$ cat src/rtl/ssp_audio_sampler.sv
// Block-averaging audio decimator for the PSG mix: average, optional DC block, gain/saturate, valid/ready output.
// Optional DC-blocking stage is compiled in only when SSP_AUDIO_DC_BLOCK_EN is defined.
module ssp_audio_sampler #(
  parameter int AVG_LOG2 = 4,
  parameter int DC_SHIFT = 10
) (
  input  logic        clk_logic_i,
  input  logic        reset_i,
  input  logic        ce_i,
  input  logic [15:0] audio_i,
  input  logic [3:0]  volume_i,
  output logic [15:0] sample_o,
  output logic        valid_o,
  input  logic        ready_i,
  output logic        overrun_o
);

  localparam int AW = 16 + AVG_LOG2;
  localparam int CW = (AVG_LOG2 > 0) ? AVG_LOG2 : 1;
  localparam logic [CW-1:0] CNT_LAST = CW'((1 << AVG_LOG2) - 1);
  localparam logic signed [22:0] SAT_MAX = 23'sd32767;
  localparam logic signed [22:0] SAT_MIN = -23'sd32768;

  if (AVG_LOG2 < 0 || AVG_LOG2 > 8 || DC_SHIFT < 4 || DC_SHIFT > 15) begin : g_bad_param
    $error("ssp_audio_sampler: parameter out of legal range");
  end

  logic [AW-1:0]      acc;
  logic [AW-1:0]      acc_sum;
  logic [CW-1:0]      cnt;
  logic               block_done;
  logic [15:0]        s1_mean;
  logic               s1_valid;
  logic signed [17:0] x_next;
  logic signed [17:0] s2_x;
  logic               s2_valid;
  logic signed [22:0] prod;
  logic signed [22:0] scaled;
  logic [15:0]        sat;

  // The final sample of a block is folded in via acc_sum so nothing is lost on the wrap.
  assign acc_sum    = acc + AW'(audio_i);
  assign block_done = ce_i && (cnt == CNT_LAST);

  always_ff @(posedge clk_logic_i or posedge reset_i) begin
    if (reset_i) begin
      acc <= '0;
      cnt <= '0;
    end else if (ce_i) begin
      if (cnt == CNT_LAST) begin
        acc <= '0;
        cnt <= '0;
      end else begin
        acc <= acc_sum;
        cnt <= cnt + CW'(1);
      end
    end
  end

  always_ff @(posedge clk_logic_i or posedge reset_i) begin
    if (reset_i) begin
      s1_mean  <= '0;
      s1_valid <= 1'b0;
    end else begin
      s1_valid <= block_done;
      if (block_done) begin
        s1_mean <= 16'(acc_sum >> AVG_LOG2);
      end
    end
  end

`ifdef SSP_AUDIO_DC_BLOCK_EN
  logic signed [16:0] dc;

  assign x_next = $signed({2'b00, s1_mean}) - $signed({dc[16], dc});

  // Leaky integrator tracks the DC level; it only moves when a mean passes through.
  always_ff @(posedge clk_logic_i or posedge reset_i) begin
    if (reset_i) begin
      dc <= '0;
    end else if (s1_valid) begin
      dc <= dc + 17'(x_next >>> DC_SHIFT);
    end
  end
`else
  assign x_next = $signed({2'b00, s1_mean});
`endif

  always_ff @(posedge clk_logic_i or posedge reset_i) begin
    if (reset_i) begin
      s2_x     <= '0;
      s2_valid <= 1'b0;
    end else begin
      s2_valid <= s1_valid;
      if (s1_valid) begin
        s2_x <= x_next;
      end
    end
  end

  assign prod   = 23'(s2_x) * 23'($signed({1'b0, volume_i}));
  assign scaled = prod >>> 3;

  always_comb begin
    sat = scaled[15:0];
    if (scaled > SAT_MAX) begin
      sat = 16'h7FFF;
    end else if (scaled < SAT_MIN) begin
      sat = 16'h8000;
    end
  end

  // A fresh result may replace the held one only when that one is being accepted this cycle.
  always_ff @(posedge clk_logic_i or posedge reset_i) begin
    if (reset_i) begin
      sample_o  <= '0;
      valid_o   <= 1'b0;
      overrun_o <= 1'b0;
    end else begin
      if (s2_valid) begin
        if (!valid_o || ready_i) begin
          sample_o <= sat;
          valid_o  <= 1'b1;
        end else begin
          overrun_o <= 1'b1;
        end
      end else if (valid_o && ready_i) begin
        valid_o <= 1'b0;
      end
    end
  end

endmodule

$ cat config.mk
export PLATFORM = sky130hd
export DESIGN_NAME = ssp_audio_sampler
export DESIGN_NICKNAME = d
export VERILOG_FILES = /design/src/rtl/ssp_audio_sampler.sv
export SDC_FILE = /design/constraint.sdc
export NUM_CORES = 1
export LEC_CHECK = 0
export CORE_ASPECT_RATIO = 1.2
export CORE_MARGIN = 1.5
export CORE_UTILIZATION = 65
export DETAILED_ROUTE_END_ITERATION = 10
export PLACE_DENSITY = 0.95
export SLEW_MARGIN = 20
export SYNTH_ARGS = -nofsm -noshare
export SYNTH_HDL_FRONTEND = slang
export SYNTH_SLANG_ARGS = --single-unit
$ cat constraint.sdc
create_clock -name clk_logic_i -period 7.7 [get_ports clk_logic_i]
set_clock_uncertainty 0.2 [all_clocks]
set_input_delay 1.54 -clock clk_logic_i [delete_from_list [all_inputs] [get_ports clk_logic_i]]
set_output_delay 1.54 -clock clk_logic_i [all_outputs]
set_load 0.02 [all_outputs]
==> flow_metrics.env, run 1 <==
export IMPL_outcome="complete, no violations"
export IMPL_power_leakage_nw=3.03
export IMPL_firstDrtPassIters=4
export IMPL_final_seq_area_um2=1900
export IMPL_drtAntennaViolNets=0
export IMPL_nets=720
export IMPL_netlist_area_um2=5790
export IMPL_initial_core_util_pct=67.2
export IMPL_async_flop_share_pct=100
export IMPL_cts_buffer_depth=2
export IMPL_grt_pass1_wl_um=19600
export IMPL_track_usage_pct=26.3
export IMPL_diodes=0
export IMPL_grt_pass1_vias=4429
export IMPL_synth_top_area_share_pct=32.9
export IMPL_synth_seq_cells=76
export IMPL_p_comb_share_pct=54.6
export IMPL_gp_congestion=0.949
export IMPL_post_cts_buffers=0
export IMPL_antenna_found_initial=0
export IMPL_boundaryPins=42
export IMPL_clk_pin_slew_ns=0.08
export IMPL_drc=0
export IMPL_powerDensity_nw_per_um2=334
export IMPL_area_growth_pct=11.1
export IMPL_synth_top_area_cell="dfrtp_1"
export IMPL_die_y_um=106
export IMPL_crit_required_ns=7.75
export IMPL_synthCells=597
export IMPL_setup_tns_final_ns=0
export IMPL_rsz0062_at_grt="false"
export IMPL_hold_viol_final=0
export IMPL_path_max_fanout=16
export IMPL_end_kind="flop"
export IMPL_vias=4419
export IMPL_grtUsageMet3_pct=4.43
export IMPL_gr_max_usage_layer="met2"
export IMPL_grtUsageMet1_pct=30.5
export IMPL_numClockSinks=76
export IMPL_start_kind="input pin"
export IMPL_fin_crit_sh_pct=74.8
export IMPL_p_sw_w=0.000931
export IMPL_cp_arrival_ns=5.80
export IMPL_swShare_pct=43.3
export IMPL_fin_ws_ns=1.94
export IMPL_synth_edf_count=0
export IMPL_ys_seq_area_share_pct=32.9
export IMPL_met2_usage_pct=47.0
export IMPL_ctsRootBufferMaster="clkbuf_8"
export IMPL_cts_tree="yes"
export IMPL_worstSkewPairLatency_ns=0.36
export IMPL_p_int_w=0.00122
export IMPL_min_period_ns=5.76
export IMPL_fmax_mhz=174
export IMPL_cts_hold_buf=0
export IMPL_synth_cell_types=68
export IMPL_overflow=0
export IMPL_drt_iter0_drc=155
export IMPL_cts_buffers=9
export IMPL_io_buffers=41
export IMPL_fillers=599
export IMPL_worst_pin_slew_ns=0.736
export IMPL_grt_start_max_net_pins=61
export IMPL_viasPerCell=5.89
export IMPL_drive_gt1_share_pct=9.48
export IMPL_wl_um=11400
export IMPL_dp_slack_ns=1.60
export IMPL_dp_hpwl_um=8690
export IMPL_slew_violations=0
export IMPL_die_x_um=89.2
export IMPL_drv_cap=0
export IMPL_postCtsResizedCells=0
export IMPL_hp_class="reg2reg"
export IMPL_slew_headroom_pct=50.9
export IMPL_path_class="in2reg"
export IMPL_wl_per_cell_um=15.2
export IMPL_syn_avg_cell_area_um2=9.70
export IMPL_core_um2=8610
export IMPL_power_share_clock_pct=13.6
export IMPL_synth_warning_count=0
export IMPL_rows=37
export IMPL_pwr_share_seq_pct=31.8
export IMPL_h_tree_depth=3
export IMPL_synth_top_flop_cell="dfrtp_1"
export IMPL_setup_viol=0
export IMPL_yosys_top_cells_area="dfrtp_1 33%, fa_1 10%, ha_1 8.4%"
export IMPL_multiInputGateArea_um2=3510
export IMPL_dieArea_um2=9480
export IMPL_synth_nets=689
export IMPL_irDropWorstVdd_mv=0.233
routing by layer:
metal  up-vias  wire length (um)
li1       2112                 -
met1      2142              4650
met2       127              5950
met3        38               400
met4         0               416
met5         -                 0
path summary, 6_finish.rpt:
path                              from            to  slack, ns  cells after the start
setup / recovery           volume_i[3]  sample_o[10]       1.94                     14
hold / removal              s1_mean[0]    s1_mean[0]       0.28                      2
setup reg to reg               s2_x[9]  sample_o[10]       3.43                     13
hold reg to reg             s1_mean[0]    s1_mean[0]       0.28                      2
max in group asynchronous      reset_i   s1_mean[13]       4.99                      3
min in group asynchronous      reset_i   sample_o[3]       1.26                      2
cells in the mapped netlist, drive strengths merged, types with 8 or more instances:
library cell and instances:
nor2 20, nand2 54, o22a 14, o2bb2ai 11, o21ai 37, and2 48
dfrtp 76, clkbuf 15, ha 39, nand3 9, buf 8, inv 70
xor2 13, nor3 9, fa 29, a21oi 29, xnor2 16, mux2 19
final cells by class:
cell class                 instances  share of cell area (%)
clock inverter                     5                   0.564
tap                              117                    2.28
timing repair buffer              43                    6.61
inverter                          70                    4.08
sequential                        76                    29.6
multi-input combinational        428                    54.6
clock buffer                      11                    2.35
kinds of logic after synthesis:
kind of cell               share of synthesized area, %
xor gates and xnor gates                           4.52
DFF                                                32.9
adders and majority gates                          18.5
AOI/OAI and AO/OA                                  19.4
muxes                                              4.21
and+or+nand+nor                                    14.0
buffers and inverters                              6.53
power groups by stage:
stage / registers (W) / clock network [W] / logic (W)
final: 0.000684 / 0.000293 / 0.00117
after CTS: 0.000683 / 0.000297 / 0.00117
after global routing: 0.000706 / 0.000317 / 0.00131
after global placement: 0.000677 / 0 / 0.00110
after detailed placement: 0.000690 / 0 / 0.00115
after floorplan: 0.000698 / 0 / 0.000870
placed cells by master (no fill, tap or decap), drive strengths merged, types with 3 or more instances in the layout:
cell	Yosys	layout
dfrtp	76	76
inv	70	70
nand2	54	54
and2	48	48
clkdlybuf4s50	0	41
ha	39	39
o21ai	37	37
fa	29	29
a21oi	29	29
nor2	20	20
mux2	19	19
xnor2	16	16
o22a	14	14
xor2	13	13
o2bb2ai	11	11
clkbuf	15	11
nand3	9	9
nor3	9	9
nand4	6	6
o21bai	6	6
a21o	5	5
o21a	5	5
a31oi	4	4
o31ai	4	4
a22o	4	4
a211oi	4	4
o211ai	4	4
nand2b	3	3
nor2b	3	3
mux2i	3	3
clkinvlp	0	3
a21boi	3	3
o41ai	3	3
sequential cells by signal, indices dropped and copies added, names as in the netlist:
| signal | cells |
|---|---|
| sample_o | 16 |
| overrun_o | 1 |
| s2_x | 16 |
| s1_mean | 16 |
| s2_valid | 1 |
| s1_valid | 1 |
| cnt | 4 |
| valid_o | 1 |
| acc | 20 |
stage by stage:
stage	power [W]	instance area, um2	hold WS (ns)	cells	utilization (%)
final	0.00215	6430	0.281	750	74.7
after global routing	0.00233	6430	0.307	750	74.7
after CTS	0.00215	6430	0.287	750	74.7
after detailed placement	0.00184	6250	0.269	734	72.5
after global placement	0.00177	6250	0.257	734	72.5
after floorplan	0.00157	5790	0.152	597	-
critical path, stage by stage:
cell,delay [ns]
clkdlybuf4s50_1,0.64
and2_1,0.28
fa_1,0.53
inv_1,0.06
fa_1,0.52
inv_1,0.04
ha_1,0.40
a211oi_2,0.25
nor2_1,0.11
o311ai_2,0.32
o211ai_2,0.17
xnor2_2,0.19
nand3b_2,0.30
o32a_1,0.44
Power figures use the tool's default switching activity.
==> inputs of run 2 (changes only) <==
--- a/config.mk
+++ b/config.mk
@@ -7,9 +7,9 @@
 export LEC_CHECK = 0
 export CORE_ASPECT_RATIO = 1.2
 export CORE_MARGIN = 1.5
-export CORE_UTILIZATION = 65
+export CORE_UTILIZATION = 60
 export DETAILED_ROUTE_END_ITERATION = 10
-export PLACE_DENSITY = 0.95
+export PLACE_DENSITY = 0.91
 export SLEW_MARGIN = 20
 export SYNTH_ARGS = -nofsm -noshare
 export SYNTH_HDL_FRONTEND = slang
==> constraint.sdc (replaced) <==
create_clock -name clk_logic_i -period 5.9 [get_ports clk_logic_i]
set_clock_uncertainty 0.2 [all_clocks]
set_input_delay 1.18 -clock clk_logic_i [delete_from_list [all_inputs] [get_ports clk_logic_i]]
set_output_delay 1.18 -clock clk_logic_i [all_outputs]
set_load 0.02 [all_outputs]
==> run 2 against run 1 <==
  * Hold slack got worse by 0.0038 ns
  * Clock-buffer cell count unchanged
  * Register-to-register slack got worse by 1.7 ns
  * Design area increased by 2.4%
  * Critical path type unchanged
  * Largest cell class unchanged
  * Largest power group unchanged
==> flow_metrics.env, run 2 (synthesis results as in run 1) <==
export IMPL_dp_hpwl_um=8840
export IMPL_path_class="in2reg"
export IMPL_final_seq_area_um2=1900
export IMPL_clk_pin_slew_ns=0.06
export IMPL_die_x_um=92.7
export IMPL_die_y_um=111
export IMPL_cp_arrival_ns=5.32
export IMPL_gp_congestion=0.980
export IMPL_viasPerCell=5.87
export IMPL_rsz0062_at_grt="false"
export IMPL_top_register="acc"
export IMPL_rrSetupSlack_ns=1.72
export IMPL_cts_hold_buf=0
export IMPL_post_cts_buffers=0
export IMPL_final_common_cell="dfrtp_1"
export IMPL_hp_class="reg2reg"
export IMPL_grt_pass1_wl_um=21000
export IMPL_min_period_ns=5.29
export IMPL_setup_viol=0
export IMPL_dp_slack_ns=0.290
export IMPL_layout_common_cells="76 x dfrtp_1, 69 x inv_1, 54 x nand2_1"
export IMPL_fin_crit_sh_pct=89.7
export IMPL_vias=4441
export IMPL_io_buffers=41
export IMPL_drtAntennaViolNets=0
export IMPL_setup_tns_final_ns=0
export IMPL_crit_start="volume_i[3]"
export IMPL_core_um2=9470
export IMPL_multiInputGateArea_um2=3510
export IMPL_boundaryPins=42
export IMPL_cts_buffers=9
export IMPL_start_kind="input pin"
export IMPL_overflow=0
export IMPL_fillers=687
export IMPL_wl_um=12100
export IMPL_outcome="complete, no violations"
export IMPL_largest_register_ffs=20
export IMPL_initial_core_util_pct=61.2
export IMPL_antenna_found_initial=0
export IMPL_drc=0
export IMPL_reg2reg_depth=14
export IMPL_area_growth_pct=13.8
export IMPL_numClockSinks=76
export IMPL_cts_buffer_depth=2
export IMPL_wl_per_cell_um=16.0
export IMPL_worst_pin_slew_ns=0.804
export IMPL_path_max_fanout=16
export IMPL_powerDensity_nw_per_um2=465
export IMPL_firstDrtPassIters=5
export IMPL_slew_headroom_pct=46.3
export IMPL_diodes=0
export IMPL_h_tree_depth=3
export IMPL_ctsRootBufferMaster="clkbuf_16"
export IMPL_fmax_mhz=189
export IMPL_crit_required_ns=5.93
export IMPL_cts_tree="yes"
export IMPL_drt_iter0_drc=242
export IMPL_drive_gt1_share_pct=9.46
export IMPL_power_leakage_nw=3.10
export IMPL_hold_viol_final=0
export IMPL_grt_start_max_net_pins=40
export IMPL_fin_util_pct=69.6
export IMPL_dieArea_um2=10200
export IMPL_nets=721
export IMPL_grt_pass1_vias=4678
export IMPL_irDropWorstVdd_mv=0.289
export IMPL_r2r_end="sample_o[3]"
export IMPL_rows=39
export IMPL_fin_ws_ns=0.609
export IMPL_postCtsResizedCells=0
export IMPL_drv_cap=0
export IMPL_cp_endpoint="sample_o[3]"
export IMPL_track_usage_pct=25.8
export IMPL_worstSkewPairLatency_ns=0.35
export IMPL_slew_violations=0
export IMPL_timing_rr_start="s2_x[1]"
export IMPL_end_kind="flop"
[run 2: cell types whose count changed in the layout (fill, tap and decap cells not counted), sizes merged]
cell      before  now
inv           70   71
buf            2    3
clkinv         2    0
clkinvlp       3    2
bufinv         0    2
[run 2: cell type report]
type / count / share of cell area, %
flip-flops and latches: 76 / 28.9
inverters: 70 / 3.99
repair buffers: 44 / 6.57
clock inverters: 5 / 1.27
well taps: 123 / 2.34
multi-input cells: 428 / 53.3
clock buffers: 11 / 3.68
[run 2: worst min-delay path by stage]
stage	from	to	slack (ns)	cells after the start
2_1_floorplan	s1_valid	s2_valid	0.15	0
3_3_place_gp	s2_valid	valid_o	0.24	2
3_5_place_dp	s2_valid	valid_o	0.26	2
4_1_cts	s2_valid	valid_o	0.28	2
5_1_grt	acc[6]	acc[6]	0.31	1
6_report	s1_mean[11]	s1_mean[11]	0.28	2
[run 2: stage by stage]
| stage | hold WS, ns | instances | power, W | cell area (um2) |
|---|---|---|---|---|
| detailed placement | 0.264 | 741 | 0.00242 | 6260 |
| global placement | 0.242 | 741 | 0.00232 | 6260 |
| finish | 0.277 | 757 | 0.00306 | 6590 |
| CTS | 0.277 | 757 | 0.00306 | 6590 |
| global route | 0.307 | 757 | 0.00330 | 6590 |
| floorplan | 0.152 | 597 | 0.00205 | 5790 |
[run 2: worst max-delay path, stage by stage]
cell             delay, ns
clkdlybuf4s50_1       0.63
and2_1                0.27
fa_1                  0.54
inv_1                 0.06
fa_1                  0.54
inv_1                 0.05
ha_1                  0.35
and2b_1               0.20
o31a_4                0.31
o211ai_2              0.21
o21ai_1               0.12
xnor2_1               0.13
nand3b_2              0.30
buf_4                 0.24
o22a_1                0.18
[run 2: layer usage]
metal	share of wire [%]	wire, um	global-route usage, %	vias to the layer above
li1	-	-	-	2118
met1	40	4830	29.7	2163
met2	53	6380	45.6	124
met3	4.0	488	4.75	36
met4	3.5	424	12.2	0
met5	0	0	0	-
[run 2: report_power, final]
| group | switching, W | internal [W] |
|---|---|---|
| sequential | 0.000165 | 0.000731 |
| clock | 0.000230 | 0.000384 |
| combinational | 0.000861 | 0.000690 |
==> inputs of run 3 (changes only) <==
--- a/config.mk
+++ b/config.mk
@@ -7,9 +7,9 @@
 export LEC_CHECK = 0
 export CORE_ASPECT_RATIO = 1.2
 export CORE_MARGIN = 1.5
-export CORE_UTILIZATION = 60
+export CORE_UTILIZATION = 54
 export DETAILED_ROUTE_END_ITERATION = 10
-export PLACE_DENSITY = 0.91
+export PLACE_DENSITY = 0.87
 export SLEW_MARGIN = 20
 export SYNTH_ARGS = -nofsm -noshare
 export SYNTH_HDL_FRONTEND = slang
==> constraint.sdc (replaced) <==
create_clock -name clk_logic_i -period 4.7 [get_ports clk_logic_i]
set_clock_uncertainty 0.2 [all_clocks]
set_input_delay 0.94 -clock clk_logic_i [delete_from_list [all_inputs] [get_ports clk_logic_i]]
set_output_delay 0.94 -clock clk_logic_i [all_outputs]
set_load 0.02 [all_outputs]
==> run 3 against run 2 <==
  * Final cell count is 7.8% higher
  * Register-to-register slack worse by 0.96 ns
  * Combinational power is 39% higher
  * Global-route usage is 1.7 points lower
  * Hold slack better by 0.0017 ns
  * Sequential power is 26% higher
  * Clock power is 23% higher
  * Setup slack worse by 0.51 ns
  * Total power is 32% higher
  * First-iteration DRC count is 40% lower
==> flow_metrics.env, run 3 (synthesis results as in run 1) <==
export IMPL_hold_slack_ns=0.279
export IMPL_setup_viol=0
export IMPL_hp_class="reg2reg"
export IMPL_cp_arrival_ns=4.63
export IMPL_dp_hpwl_um=9470
export IMPL_nets=775
export IMPL_track_usage_pct=24.1
export IMPL_worst_pin_slew_ns=0.690
export IMPL_slew_violations=0
export IMPL_setup_tns_final_ns=0
export IMPL_irDropWorstVdd_mv=0.355
export IMPL_drtAntennaViolNets=0
export IMPL_area_growth_pct=23.1
export IMPL_grt_start_max_net_pins=36
export IMPL_path_class="in2reg"
export IMPL_cts_buffer_depth=2
export IMPL_wl_per_cell_um=15.9
export IMPL_cpMaxStageDelayCell="fa_1"
export IMPL_slew_headroom_pct=54.0
export IMPL_grt_pass1_wl_um=22000
export IMPL_diodes=0
export IMPL_drt_iter0_drc=145
export IMPL_path_max_fanout=16
export IMPL_layout_common_cells="76 x dfrtp_1, 69 x inv_1, 54 x nand2_1"
export IMPL_gp_congestion=0.910
export IMPL_cts_hold_buf=0
export IMPL_fin_crit_sh_pct=97.9
export IMPL_dieArea_um2=11400
export IMPL_end_kind="flop"
export IMPL_crit_family="adder cells"
export IMPL_viasPerCell=5.63
export IMPL_drive_gt1_share_pct=18.0
export IMPL_grt_pass1_vias=4926
export IMPL_rows=41
export IMPL_min_period_ns=4.60
export IMPL_crit_chain="clkdlybuf4s50_1 > buf_6 > and2_1 > fa_1 > inv_1 > fa_1 > inv_1 > ha_4 > a211oi_4 > nor2_2 > o311ai_2 > o211ai_2 > xnor2_2 > nand3b_4 > clkbuf_16 > o22a_1"
export IMPL_outcome="complete, no violations"
export IMPL_powerDensity_nw_per_um2=567
export IMPL_power_leakage_nw=3.40
export IMPL_die_y_um=116
export IMPL_antenna_found_initial=0
export IMPL_io_buffers=41
export IMPL_boundaryPins=42
export IMPL_overflow=0
export IMPL_final_common_cell="dfrtp_1"
export IMPL_initial_core_util_pct=55.3
export IMPL_largest_register_ffs=20
export IMPL_drv_cap=0
export IMPL_start_kind="input pin"
export IMPL_cpPeakStageDelay_ns=0.54
export IMPL_numClockSinks=76
export IMPL_clk_pin_slew_ns=0.06
export IMPL_drc=0
export IMPL_crit_required_ns=4.73
export IMPL_timing_critical_path_buf_inv=5
export IMPL_fmax_mhz=217
export IMPL_top_register="acc"
export IMPL_h_tree_depth=3
export IMPL_ctsRootBufferMaster="clkbuf_16"
export IMPL_cts_buffers=9
export IMPL_post_cts_buffers=0
export IMPL_die_x_um=97.5
export IMPL_hold_viol_final=0
export IMPL_core_um2=10500
export IMPL_vias=4590
export IMPL_wl_um=12900
export IMPL_firstDrtPassIters=4
export IMPL_worstSkewPairLatency_ns=0.35
export IMPL_cts_tree="yes"
==> run 3: changes by cell type in the layout (fill, tap and decap cells not counted), sizes merged <==
| cell | previous run | this run |
|---|---|---|
| buf | 3 | 55 |
| clkinv | 0 | 2 |
| clkinvlp | 2 | 0 |
| clkbuf | 11 | 12 |
| clkdlybuf4s50 | 41 | 40 |
| dlymetal6s2s | 0 | 1 |
==> run 3: worst paths after layout <==
kind	startpoint	to	slack, ns	cells after the start
min in group asynchronous	reset_i	sample_o[1]	0.73	2
hold / removal	s1_mean[12]	s1_mean[12]	0.28	2
setup / recovery	volume_i[2]	sample_o[6]	0.1	16
max in group asynchronous	reset_i	acc[3]	2.77	3
hold reg to reg	s1_mean[12]	s1_mean[12]	0.28	2
setup reg to reg	s2_x[9]	sample_o[6]	0.76	14
==> run 3: layout make-up <==
cell class              count  area, um2
multi-input cells         428       3610
fillers                   751       3340
flip-flops and latches     76       1900
repair buffers             98        873
inverters                  70        263
clock buffers              10        229
well taps                 129        161
clock inverters             5       86.3
==> run 3: routing by layer <==
layer  global-route usage [%]  up-vias  share of wire [%]
li1                         -     2223                  -
met1                     26.1     2239                 39
met2                     46.8       93                 55
met3                     4.01       35                2.8
met4                     9.81        0                3.2
met5                        0        -                  0
==> run 3: report_power, final <==
group          leakage (nW)  internal, W  switching [W]
registers             0.981     0.000918       0.000214
clock network         0.153     0.000466       0.000292
logic                  2.27      0.00102        0.00114
==> run 3: repair_timing <==
| item | 4_1_cts | 5_1_grt |
|---|---|---|
| hold endpoints to repair | 0 | 0 |
| endpoints found under the setup margin | 14 | 15 |
| resized for setup | 1 | 21 |
| cloned | 0 | 2 |
| pin swaps | 1 | 8 |
==> run 3: worst reg2reg max path: stages, from the launching register on <==
cell and delay, ns:
dfrtp_1 0.42, and2_1 0.19, fa_1 0.54, inv_1 0.06, fa_1 0.54, inv_1 0.07, ha_4 0.27, a211oi_4 0.23
nor2_2 0.08, o311ai_2 0.31, o211ai_2 0.17, xnor2_2 0.23, nand3b_4 0.13, clkbuf_16 0.21, o22a_1 0.17
==> run 3: per-stage QoR <==
step                cell area (um2)  cells  utilization (%)  setup slack, ns  total power, W
detailed placement             6660    799             63.6           -0.353         0.00320
CTS                            6980    814             66.7           0.0228         0.00399
global route                   7130    816             68.1          -0.0695         0.00437
global placement               6660    799             63.6           -0.216         0.00306
floorplan                      5790    597                -            0.194         0.00257
finish                         7130    816             68.1           0.0971         0.00404
